File: config.mk
export PLATFORM = sky130hd
export DESIGN_NAME = rlbp_pixel_sequencer
export DESIGN_NICKNAME = d
export VERILOG_FILES = /design/src/rtl/rlbp_pixel_sequencer.sv
export SDC_FILE = /design/constraint.sdc
export NUM_CORES = 1
export LEC_CHECK = 0
export ABC_CLOCK_PERIOD_IN_PS = 2600
export CORE_ASPECT_RATIO = 0.8
export CORE_UTILIZATION = 40
export DETAILED_ROUTE_END_ITERATION = 16
export HOLD_SLACK_MARGIN = 0.1
export PLACE_DENSITY = 0.66
export SYNTH_ARGS = -nofsm -noshare
export SYNTH_HDL_FRONTEND = slang
export SYNTH_SLANG_ARGS = --single-unit
File: constraint.sdc
create_clock -name wb_clk_i -period 2.6 [get_ports wb_clk_i]
set_clock_uncertainty 0.05 [all_clocks]
set_input_delay 0.78 -clock wb_clk_i [delete_from_list [all_inputs] [get_ports wb_clk_i]]
set_output_delay 0.78 -clock wb_clk_i [all_outputs]
set_load 0.05 [all_outputs]
File: src/rtl/rlbp_pixel_sequencer.sv
// RLBP pixel sequencer: steps the analog macro through N_PD photodiode
// pairs, samples the comparator per pair and hands off the packed code.
module rlbp_pixel_sequencer #(
   parameter int N_PD  = 12,
   parameter int CNT_W = 8
) (
   input  logic             wb_clk_i,
   input  logic             wb_rst_ni,
   input  logic             start_i,
   input  logic             cont_i,
   input  logic [CNT_W-1:0] t_rst_i,
   input  logic [CNT_W-1:0] t_int_i,
   input  logic [CNT_W-1:0] t_cmp_i,
   input  logic             cmp_i,
   output logic [N_PD-1:0]  pd_a_o,
   output logic [N_PD-1:0]  pd_b_o,
   output logic             sh_rst_o,
   output logic             sw1_o,
   output logic             sh_o,
   output logic             sh_cmp_o,
   output logic             busy_o,
   output logic [N_PD-1:0]  code_o,
   output logic             code_valid_o,
   input  logic             code_ready_i,
   output logic             overrun_o,
   input  logic             clr_ovr_i
);

   localparam int KW = $clog2(N_PD);

   typedef enum logic [2:0] {
      S_IDLE, S_RST, S_INT, S_SMP, S_CMP, S_GAP, S_DONE
   } state_e;

   state_e           state_q, state_d;
   logic [KW-1:0]    k_q, k_d;
   logic [CNT_W-1:0] cnt_q, cnt_d;
   logic [CNT_W-1:0] tr_q, tr_d, ti_q, ti_d, tc_q, tc_d;
   logic [N_PD-1:0]  shift_q, shift_d;
   logic [N_PD-1:0]  code_q, code_d;
   logic             valid_q, valid_d;
   logic             ovr_q, ovr_d;
   logic             cmp_s1_q, cmp_s2_q;

   logic [CNT_W-1:0] tr_c, ti_c, tc_c;
   logic             last, xfer, ovr_set, in_pair;

   // Clamped phase lengths; compare phase covers synchronizer latency.
   always_comb begin
      tr_c = (t_rst_i == '0) ? CNT_W'(1) : t_rst_i;
      ti_c = (t_int_i == '0) ? CNT_W'(1) : t_int_i;
      tc_c = (t_cmp_i < CNT_W'(3)) ? CNT_W'(3) : t_cmp_i;
   end

   // Two-flop synchronizer for the asynchronous comparator output.
   always_ff @(posedge wb_clk_i or negedge wb_rst_ni) begin
      if (!wb_rst_ni) begin
         cmp_s1_q <= 1'b0;
         cmp_s2_q <= 1'b0;
      end else begin
         cmp_s1_q <= cmp_i;
         cmp_s2_q <= cmp_s1_q;
      end
   end

   // Next-state logic: phase sequencing, code capture and handshake.
   always_comb begin
      state_d = state_q;
      k_d     = k_q;
      cnt_d   = cnt_q;
      tr_d    = tr_q;
      ti_d    = ti_q;
      tc_d    = tc_q;
      shift_d = shift_q;
      code_d  = code_q;
      valid_d = valid_q;
      ovr_d   = ovr_q;
      ovr_set = 1'b0;
      last    = (cnt_q == '0);
      xfer    = valid_q & code_ready_i;
      if (xfer) valid_d = 1'b0;
      unique case (state_q)
         S_IDLE: begin
            if (start_i) begin
               tr_d    = tr_c;
               ti_d    = ti_c;
               tc_d    = tc_c;
               k_d     = '0;
               shift_d = '0;
               cnt_d   = tr_c - CNT_W'(1);
               state_d = S_RST;
            end
         end
         S_RST: begin
            if (last) begin
               cnt_d   = ti_q - CNT_W'(1);
               state_d = S_INT;
            end else cnt_d = cnt_q - CNT_W'(1);
         end
         S_INT: begin
            if (last) state_d = S_SMP;
            else cnt_d = cnt_q - CNT_W'(1);
         end
         S_SMP: begin
            cnt_d   = tc_q - CNT_W'(1);
            state_d = S_CMP;
         end
         S_CMP: begin
            if (last) begin
               shift_d[k_q] = cmp_s2_q;
               state_d      = S_GAP;
            end else cnt_d = cnt_q - CNT_W'(1);
         end
         S_GAP: begin
            if (k_q == KW'(N_PD - 1)) state_d = S_DONE;
            else begin
               k_d     = k_q + KW'(1);
               cnt_d   = tr_q - CNT_W'(1);
               state_d = S_RST;
            end
         end
         S_DONE: begin
            if (!valid_q || xfer) begin
               code_d  = shift_q;
               valid_d = 1'b1;
            end else ovr_set = 1'b1;
            if (cont_i) begin
               tr_d    = tr_c;
               ti_d    = ti_c;
               tc_d    = tc_c;
               k_d     = '0;
               shift_d = '0;
               cnt_d   = tr_c - CNT_W'(1);
               state_d = S_RST;
            end else state_d = S_IDLE;
         end
         default: state_d = S_IDLE;
      endcase
      if (clr_ovr_i) ovr_d = 1'b0;
      else if (ovr_set) ovr_d = 1'b1;
   end

   // State and datapath registers.
   always_ff @(posedge wb_clk_i or negedge wb_rst_ni) begin
      if (!wb_rst_ni) begin
         state_q <= S_IDLE;
         k_q     <= '0;
         cnt_q   <= '0;
         tr_q    <= '0;
         ti_q    <= '0;
         tc_q    <= '0;
         shift_q <= '0;
         code_q  <= '0;
         valid_q <= 1'b0;
         ovr_q   <= 1'b0;
      end else begin
         state_q <= state_d;
         k_q     <= k_d;
         cnt_q   <= cnt_d;
         tr_q    <= tr_d;
         ti_q    <= ti_d;
         tc_q    <= tc_d;
         shift_q <= shift_d;
         code_q  <= code_d;
         valid_q <= valid_d;
         ovr_q   <= ovr_d;
      end
   end

   // Controls decode straight from the state register so reset kills them at once.
   always_comb begin
      in_pair      = (state_q == S_RST) || (state_q == S_INT) ||
                     (state_q == S_SMP) || (state_q == S_CMP);
      pd_a_o       = in_pair ? (N_PD'(1) << k_q) : '0;
      pd_b_o       = pd_a_o;
      sh_rst_o     = (state_q == S_RST);
      sw1_o        = (state_q == S_INT);
      sh_o         = (state_q == S_SMP);
      sh_cmp_o     = (state_q == S_CMP);
      busy_o       = (state_q != S_IDLE);
      code_o       = code_q;
      code_valid_o = valid_q;
      overrun_o    = ovr_q;
   end

endmodule

# Word-level counts from Yosys, hierarchy flattened
# Index checks and enable logic that the tools add are counted.
# W data, S select, Z words.
# word_totals
reg_bits	67
inputBits	31
out_inout_bits	43
wordCells	104
# classes
n_addsub	6
order_cmp	3
n_eq_ne	14
shifts	1
muxes	44
bitwise	1
reduce_logical	23
# op_table
operator	count
$mux W8	14
$mux W12	4
$pmux W8 S2	3
$pmux W8 S6	1
$sub A8 B1 Y8 const B	5
$pmux W12 S3	1
$logic_not A8 Y1	3
$pmux W3 S7	1
$mux W3	5
$bwmux W12	1
$mux W4	3
$pmux W4 S3	1
$reduce_and A4 Y1	3
$shl A1 B4 Y12 const A	1
$eq A3 B3 Y1 const B	3
$mux W1	9
$reduce_bool A3 Y1	3
$lt A8 B2 Y1 const B	1
$ne A2 B2 Y1 const B	4
$eq A3 B2 Y1 const B	2
$ne A2 B1 Y1 const B	3
$reduce_bool A6 Y1	1
$lt A4 B5 Y1 const B	1
$reduce_and A5 Y1	1
other kinds (14)	18

# Logic depth before layout (Yosys ltp)
# Gate-level depths: netlist of run 1.
# logic_depth
word_depth	7
mapped_depth	10
ltp_nobuf	8

# Worst setup path before layout of run 1
# OpenSTA, ideal clock, no wires.
# synth_timing
path_kind	reg-to-output
from	reg state_q[1]
to	out pd_b_o[4]
arrival_ps	2350
required_ps	1770
path_slack_ps	-580
stages_incl_launch_ff	9
path_buffers	4
path_cell_list	dfrtp_1 -> buf_2 -> buf_2 -> buf_2 -> nor2_1 -> xnor2_1 -> nor2b_1 -> and3_1 -> buf_4
# synth_via
elab_chain_cells	5
# synth_lines
item	line_no	rtl
from (decl)	35	state_e state_q, state_d;
from (signal assigned)	157	state_q <= state_d;
$eq A3 B1 Y1 / $eq A3 B2 Y1 (equally long branches)	172	in_pair = (state_q == S_RST) || (state_q == S_INT) ||
$logic_or A1 B1 Y1 (2 in series)	172	
$logic_or A1 B1 Y1 *	173	(state_q == S_SMP) || (state_q == S_CMP);
$mux W12 *	174	pd_a_o = in_pair ? (N_PD'(1) << k_q) : '0;
to (decl)	16	output logic [N_PD-1:0] pd_b_o,
# Every way passes the cells marked *; elsewhere a longest branch is shown, timed or not.

# Worst setup path in the final report of run 1
# layout_timing
from	in t_rst_i[3]
to	reg cnt_q[6]
# layout_via
elab_chain_cells	5
# layout_lines
item	line_no	rtl
from (decl)	11	input logic [CNT_W-1:0] t_rst_i,
$logic_not A8 Y1	50	tr_c = (t_rst_i == '0) ? CNT_W'(1) : t_rst_i;
$mux W8 *	50	
$sub A8 B1 Y8 *	90, 133	
$mux W8, on equally long branches	127, 84	
$pmux W8 S6 *	82	unique case (state_q)
to (signal assigned)	159	cnt_q <= cnt_d;
to (decl)	37	logic [CNT_W-1:0] cnt_q, cnt_d;
# Every way passes the cells marked *; elsewhere a longest branch is shown, timed or not. The select of a mux whose other input is x is not followed.
# A chain may end at the register's enable or synchronous reset.

==> results.sh, run 1 <==
export IMPL_htreeDepth=3
export IMPL_max_freq_mhz=396
export IMPL_dieArea_sq_um=10600
export IMPL_antenna_left=0
export IMPL_min_delay_start="cmp_s1_q"
export IMPL_syn_cell_area_sq_um=4070
export IMPL_ys_top_cells_by_area="dfrtp_1 (41%), nand2_1 (7.8%), mux2_2 (3.6%)"
export IMPL_dpl_hpwl_microns=8440
export IMPL_synth_top_cell_by_area="dfrtp_1"
export IMPL_grt_max_degree=68
export IMPL_whs_path_depth=0
export IMPL_cpMaxStageDelayCell="clkdlybuf4s50_1"
export IMPL_rrSetupSlack_ns=0.10
export IMPL_place_gp_congestion=0.942
export IMPL_cp_max_fo=4
export IMPL_clk_pin_slew_worst_paths_ns=0.05
export IMPL_cap_viol_max_count=0
export IMPL_period_needed_ns=2.53
export IMPL_grt_ovfl_total=0
export IMPL_via_per_inst=5.44
export IMPL_vias=3844
export IMPL_clk_path_buf_depth=2
export IMPL_insertion_delay_ns=0.32
export IMPL_p_int_mw=3.12
export IMPL_synth_avg_cell_area_sq_um=8.78
export IMPL_core_area_sq_um=9770
export IMPL_holdPathEnd="cmp_s2_q"
export IMPL_cp_start_kind="input pin"
export IMPL_power_switching_mw=1.86
export IMPL_placed_area_sq_um=5510
export IMPL_synth_top_area_share_pct=41.2
export IMPL_critPathKind="input pin to register"
export IMPL_slew_viol_final=0
export IMPL_track_usage_pct=22.4
export IMPL_combPwrFrac_pct=44.8
export IMPL_synth_edff_count=0
export IMPL_r2r_end="shift_q[4]"
export IMPL_finalSetupViolCount=0
export IMPL_ys_dominant_reg_cell="dfrtp_1"
export IMPL_antenna_found_initial=0
export IMPL_final_area_sq_um=5900
export IMPL_cts_tree="built"
export IMPL_p_per_area_nw_per_um2=843
export IMPL_period_share_pct=97.1
export IMPL_hold_class="register to register"
export IMPL_crit_required_ns=2.81
export IMPL_yosys_warnings=0
export IMPL_cts_sinks=67
export IMPL_netlist_instances=463
export IMPL_ys_ff_latch=67
export IMPL_antennaDiodeCount=0
export IMPL_fin_tns_setup_ns=0
export IMPL_power_frac_clock_pct=24.4
export IMPL_rr_worst_depth=9
export IMPL_area_growth_pct=45.2
export IMPL_slowest_delay_ns=0.56
export IMPL_drc_errors=0
export IMPL_irDropWorstVdd_uv=475
export IMPL_grt_first_pass_wirelength_microns=18400
export IMPL_layout_drive_gt1_share_pct=24.9
export IMPL_arrival_ns=2.73
export IMPL_end_kind="register"
export IMPL_start_util_pct=41.6
export IMPL_sequentialPowerShare_pct=30.8
export IMPL_die_h_microns=92.2
export IMPL_port_buffers=73
export IMPL_synth_cells_most_frequent="nand2_1 (84), dfrtp_1 (67), nor2_1 (29), o21ai_0 (25), nand3_1 (17)"
export IMPL_rsz0062_at_grt="yes"
export IMPL_status="finished, final reports clean"
export IMPL_drtIter0Drc=174
export IMPL_numCtsBuffers=9
export IMPL_finalHoldViolations=0
export IMPL_fillers=875
export IMPL_synth_async_sr_flop_share_pct=100
export IMPL_switching_share_pct=37.4
export IMPL_routed_wl_microns=11000
export IMPL_final_nets=606
export IMPL_synth_cell_types=60
export IMPL_max_slew_worst_pin_slew_ns=0.575
export IMPL_slew_headroom_pct=61.2
export IMPL_worstReg2RegStart="cnt_q[0]"
export IMPL_rows=32
export IMPL_cts_root_buf="clkbuf_16"
export IMPL_die_x_microns=115
export IMPL_syn_nets=503
export IMPL_yosysMostFrequentCell="nand2_1"
export IMPL_ys_seq_area_share_pct=41.2
export IMPL_hold_ws_ns=0.300
export IMPL_firstDrtPassIters=4
export IMPL_pin_count=74
export IMPL_crit_chain="clkdlybuf4s50_1 > nor3_1 > a21o_1 > a22oi_1 > ha_1 > inv_1 > or4_1 > nand3_1"
export IMPL_leakage_nw=2.68
export IMPL_grt_pass1_vias=3679
export IMPL_avgRoutedWirePerCell_microns=15.6
-- cells by family (layout without fill, tap and decap cells) --
kind of cell	Yosys count	count (layout)	share of synthesized area [%]
simple gates	209	209	25.4
mux	20	20	5.32
fa+ha+maj	9	9	2.77
flops	67	67	41.2
xor+xnor	11	11	2.37
compound gates	97	97	16.7
buf+inv	50	158	6.25
-- layout by cell type (no fill, tap or decap), types with 4 or more instances in the layout --
master           instances
xnor2_1                  6
or3_1                    4
buf_4                   48
a211oi_1                 4
nand3_1                 17
or4_1                    7
mux2i_1                  7
nor3b_1                  6
dfrtp_1                 64
a21o_1                   7
mux2_2                  13
o211ai_1                 4
o21ai_0                 25
nor2b_1                  9
clkbuf_16                9
clkdlybuf4s50_1         42
nor2_1                  28
buf_12                  31
nand4b_1                 4
nand2b_1                 5
nor3_1                  10
nand2_1                 84
a22o_1                   4
and3_2                   7
nor4_1                   5
ha_1                     7
o221ai_1                 5
a21oi_1                 14
o22ai_1                  5
inv_1                   15
-- worst max-delay path: cells and delay by family --
kind            cells  cell delay, ns
fa+ha+maj           1            0.22
buf+inv             2            0.66
simple gates        3            0.69
compound gates      2            0.39
-- final cells by class --
| class | count | area, sq um | area share, % |
|---|---|---|---|
| multi-input combinational | 346 | 2240 | 37.9 |
| sequential | 67 | 1680 | 28.5 |
| timing repair buffer | 126 | 1450 | 24.6 |
| clock buffer | 10 | 239 | 4.05 |
| tap | 136 | 170 | 2.88 |
| clock inverter | 6 | 65.1 | 1.10 |
| inverter | 16 | 60.1 | 1.02 |
-- sequential cells by signal (all words and copies together), names as in the netlist --
| signal | flops |
|---|---|
| tc_q | 8 |
| code_valid_o | 1 |
| shift_q | 12 |
| overrun_o | 1 |
| k_q | 4 |
| cmp_s1_q | 1 |
| ti_q | 8 |
| code_o | 12 |
| tr_q | 8 |
| state_q | 3 |
| cnt_q | 8 |
| cmp_s2_q | 1 |
-- repair_timing --
action | CTS | global route
setup buffers | 3 | 1
pin swaps | 2 | 3
endpoints found under the setup margin | 23 | 31
hold buffers | 0 | 0
resized for setup | 3 | 13
-- metal layers --
| layer | wire length (microns) | vias to the layer above | GRT usage [%] | share of wire (%) |
|---|---|---|---|---|
| met2 | 4990 | 134 | 33.7 | 45 |
| met1 | 5290 | 1839 | 32.3 | 48 |
| met5 | 0 | - | 0 | 0 |
| li1 | - | 1860 | - | - |
| met3 | 659 | 11 | 4.89 | 6.0 |
| met4 | 78 | 0 | 5.74 | 0.71 |
-- power groups by stage --
stage | Clock [mW] | Sequential [mW] | Combinational [mW]
2_1_floorplan | 0 | 1.50 | 1.32
3_3_place_gp | 0 | 1.53 | 2.10
3_5_place_dp | 0 | 1.55 | 2.15
4_1_cts | 1.24 | 1.53 | 2.19
5_1_grt | 1.29 | 1.57 | 2.45
6_report | 1.21 | 1.54 | 2.23
-- worst max-delay path by stage --
stage	end	cells after the start	slack (ns)	startpoint
2_1_floorplan	pd_b_o[4]	8	-0.04	state_q[1]
3_3_place_gp	cnt_q[2]	9	-0.17	t_rst_i[4]
3_5_place_dp	cnt_q[2]	9	-0.28	t_rst_i[1]
4_1_cts	busy_o	4	0.01	state_q[0]
5_1_grt	shift_q[4]	9	-0.006	cnt_q[0]
6_report	cnt_q[6]	8	0.07	t_rst_i[3]
-- through the flow --
stage | power [mW] | std cells | worst slack (ns) | utilization [%]
CTS | 4.97 | 706 | 0.0109 | 59.8
floorplan | 2.83 | 463 | -0.0426 | -
global placement | 3.63 | 687 | -0.174 | 56.4
global route | 5.31 | 707 | -0.00646 | 60.4
detailed placement | 3.70 | 687 | -0.284 | 56.4
finish | 4.98 | 707 | 0.0746 | 60.4
Note: power is estimated with default switching activity, not from simulation.
==> inputs of run 2 (changes only) <==
Settings changed: CAP_MARGIN from default to 5.
==> results of run 2 <==
Final layout, timing and power as in run 1 (identical DEF).
==> inputs of run 3 (changes only) <==
Settings changed: CORE_MARGIN from default to 2.
==> results.sh, run 3 (synthesis gave the netlist of run 1 again) <==
export IMPL_status="finished, final reports clean"
export IMPL_cp_start_kind="register"
export IMPL_antennaDiodeCount=0
export IMPL_routed_wl_microns=11100
export IMPL_dpl_hpwl_microns=8480
export IMPL_finalSetupViolCount=0
export IMPL_grt_ovfl_total=0
export IMPL_clk_pin_slew_worst_paths_ns=0.06
export IMPL_arrival_ns=2.67
export IMPL_insertion_delay_ns=0.33
export IMPL_drtIter0Drc=215
export IMPL_crit_path_end="cnt_q[5]"
export IMPL_period_share_pct=96.8
export IMPL_min_delay_start="cmp_s1_q"
export IMPL_worstReg2RegStart="cnt_q[0]"
export IMPL_multiInputGateArea_sq_um=2230
export IMPL_avgRoutedWirePerCell_microns=15.7
export IMPL_max_freq_mhz=397
export IMPL_hold_class="register to register"
export IMPL_irDropWorstVdd_uv=442
export IMPL_slew_headroom_pct=56.1
export IMPL_via_per_inst=5.43
export IMPL_final_cell_mix="nand2_1 (84), dfrtp_1 (65), buf_4 (47)"
export IMPL_cts_root_buf="clkbuf_16"
export IMPL_firstDrtPassIters=4
export IMPL_critPathTopFamily="simple AND/OR/NAND/NOR gates"
export IMPL_p_total_mw=5.07
export IMPL_critPathKind="register to register"
export IMPL_antenna_found_initial=0
export IMPL_rrSetupSlack_ns=0.08
export IMPL_layout_drive_gt1_share_pct=24.4
export IMPL_die_h_microns=94.2
export IMPL_register_area_sq_um=1680
export IMPL_cap_viol_max_count=0
export IMPL_rows=32
export IMPL_dp_slack_ns=-0.209
export IMPL_grt_first_pass_wirelength_microns=18400
export IMPL_fin_cells=706
export IMPL_cp_max_fo=10
export IMPL_vias=3836
export IMPL_numCtsBuffers=9
export IMPL_final_nets=605
export IMPL_leakage_nw=2.67
export IMPL_grt_max_degree=68
export IMPL_period_needed_ns=2.52
export IMPL_fin_ws_ns=0.0835
export IMPL_r2r_end="cnt_q[5]"
export IMPL_timing_critical_path_from="cnt_q[0]"
export IMPL_path_common_cell="buf_4"
export IMPL_hold_ws_ns=0.298
export IMPL_clk_path_buf_depth=2
export IMPL_hold_buffers=0
export IMPL_grt_pass1_vias=3788
export IMPL_max_slew_worst_pin_slew_ns=0.650
export IMPL_dieArea_sq_um=11000
export IMPL_crit_required_ns=2.75
export IMPL_place_gp_congestion=0.925
export IMPL_core_area_sq_um=9770
export IMPL_antenna_left=0
export IMPL_p_per_area_nw_per_um2=859
export IMPL_critPathBufInv=3
export IMPL_start_util_pct=41.6
export IMPL_cpMaxStageDelayCell="or4b_4"
export IMPL_die_x_microns=117
export IMPL_slowest_delay_ns=0.49
export IMPL_drc_errors=0
export IMPL_end_kind="register"
export IMPL_track_usage_pct=21.3
export IMPL_rr_worst_depth=10
export IMPL_pin_count=74
export IMPL_final_common_cell="nand2_1"
export IMPL_cts_sinks=67
export IMPL_crit_chain="inv_1 > ha_1 > or4b_4 > or2_4 > buf_4 > o211ai_1 > buf_4 > nor4b_1 > nor3_1 > nand3_1"
export IMPL_path_depth=10
export IMPL_fillers=840
export IMPL_slew_viol_final=0
export IMPL_port_buffers=73
export IMPL_numPlacedInstances=687
export IMPL_htreeDepth=3
export IMPL_area_growth_pct=45.2
export IMPL_finalHoldViolations=0
export IMPL_cts_tree="built"
==> run 3: layout make-up <==
type,count,area share [%]
clock buffers,9,3.81
clock inverters,7,1.67
inverters,16,1.02
multi-input cells,346,37.7
flip-flops and latches,67,28.4
well taps,136,2.88
repair buffers,125,24.4
==> run 3: stage by stage <==
step	setup TNS, ns	utilization, %	area, sq um
2_1_floorplan	-0.0426	-	4160
3_3_place_gp	-1.51	56.4	5510
3_5_place_dp	-2.00	56.4	5510
4_1_cts	0	60.0	5870
5_1_grt	-0.0688	60.4	5900
6_report	0	60.4	5900
==> run 3: per-layer routing <==
metal  track usage (%)  up-vias  wire [microns]
met1              30.8     1840            5200
met5                 0        -               0
met4              5.00        0             119
met2              32.9      127            5020
met3              4.00       14             738
li1                  -     1855               -
==> run 3: power by group <==
part / total, mW / internal [mW] / switching, mW
combinational: 2.22 / 1.02 / 1.20
clock: 1.33 / 0.846 / 0.479
sequential: 1.53 / 1.32 / 0.211
==> run 3: worst min-delay path by stage <==
stage	end	cells past startpoint
floorplan	cmp_s2_q	0
global placement	cmp_s2_q	0
detailed placement	cmp_s2_q	0
CTS	cmp_s2_q	0
global route	cmp_s2_q	0
finish	cmp_s2_q	0
==> run 3: timing repair <==
item | in CTS | in global routing
pin swaps | 2 | 2
gates resized for setup | 4 | 9
buffers inserted | 2 | 1
endpoints found under the setup margin | 25 | 22
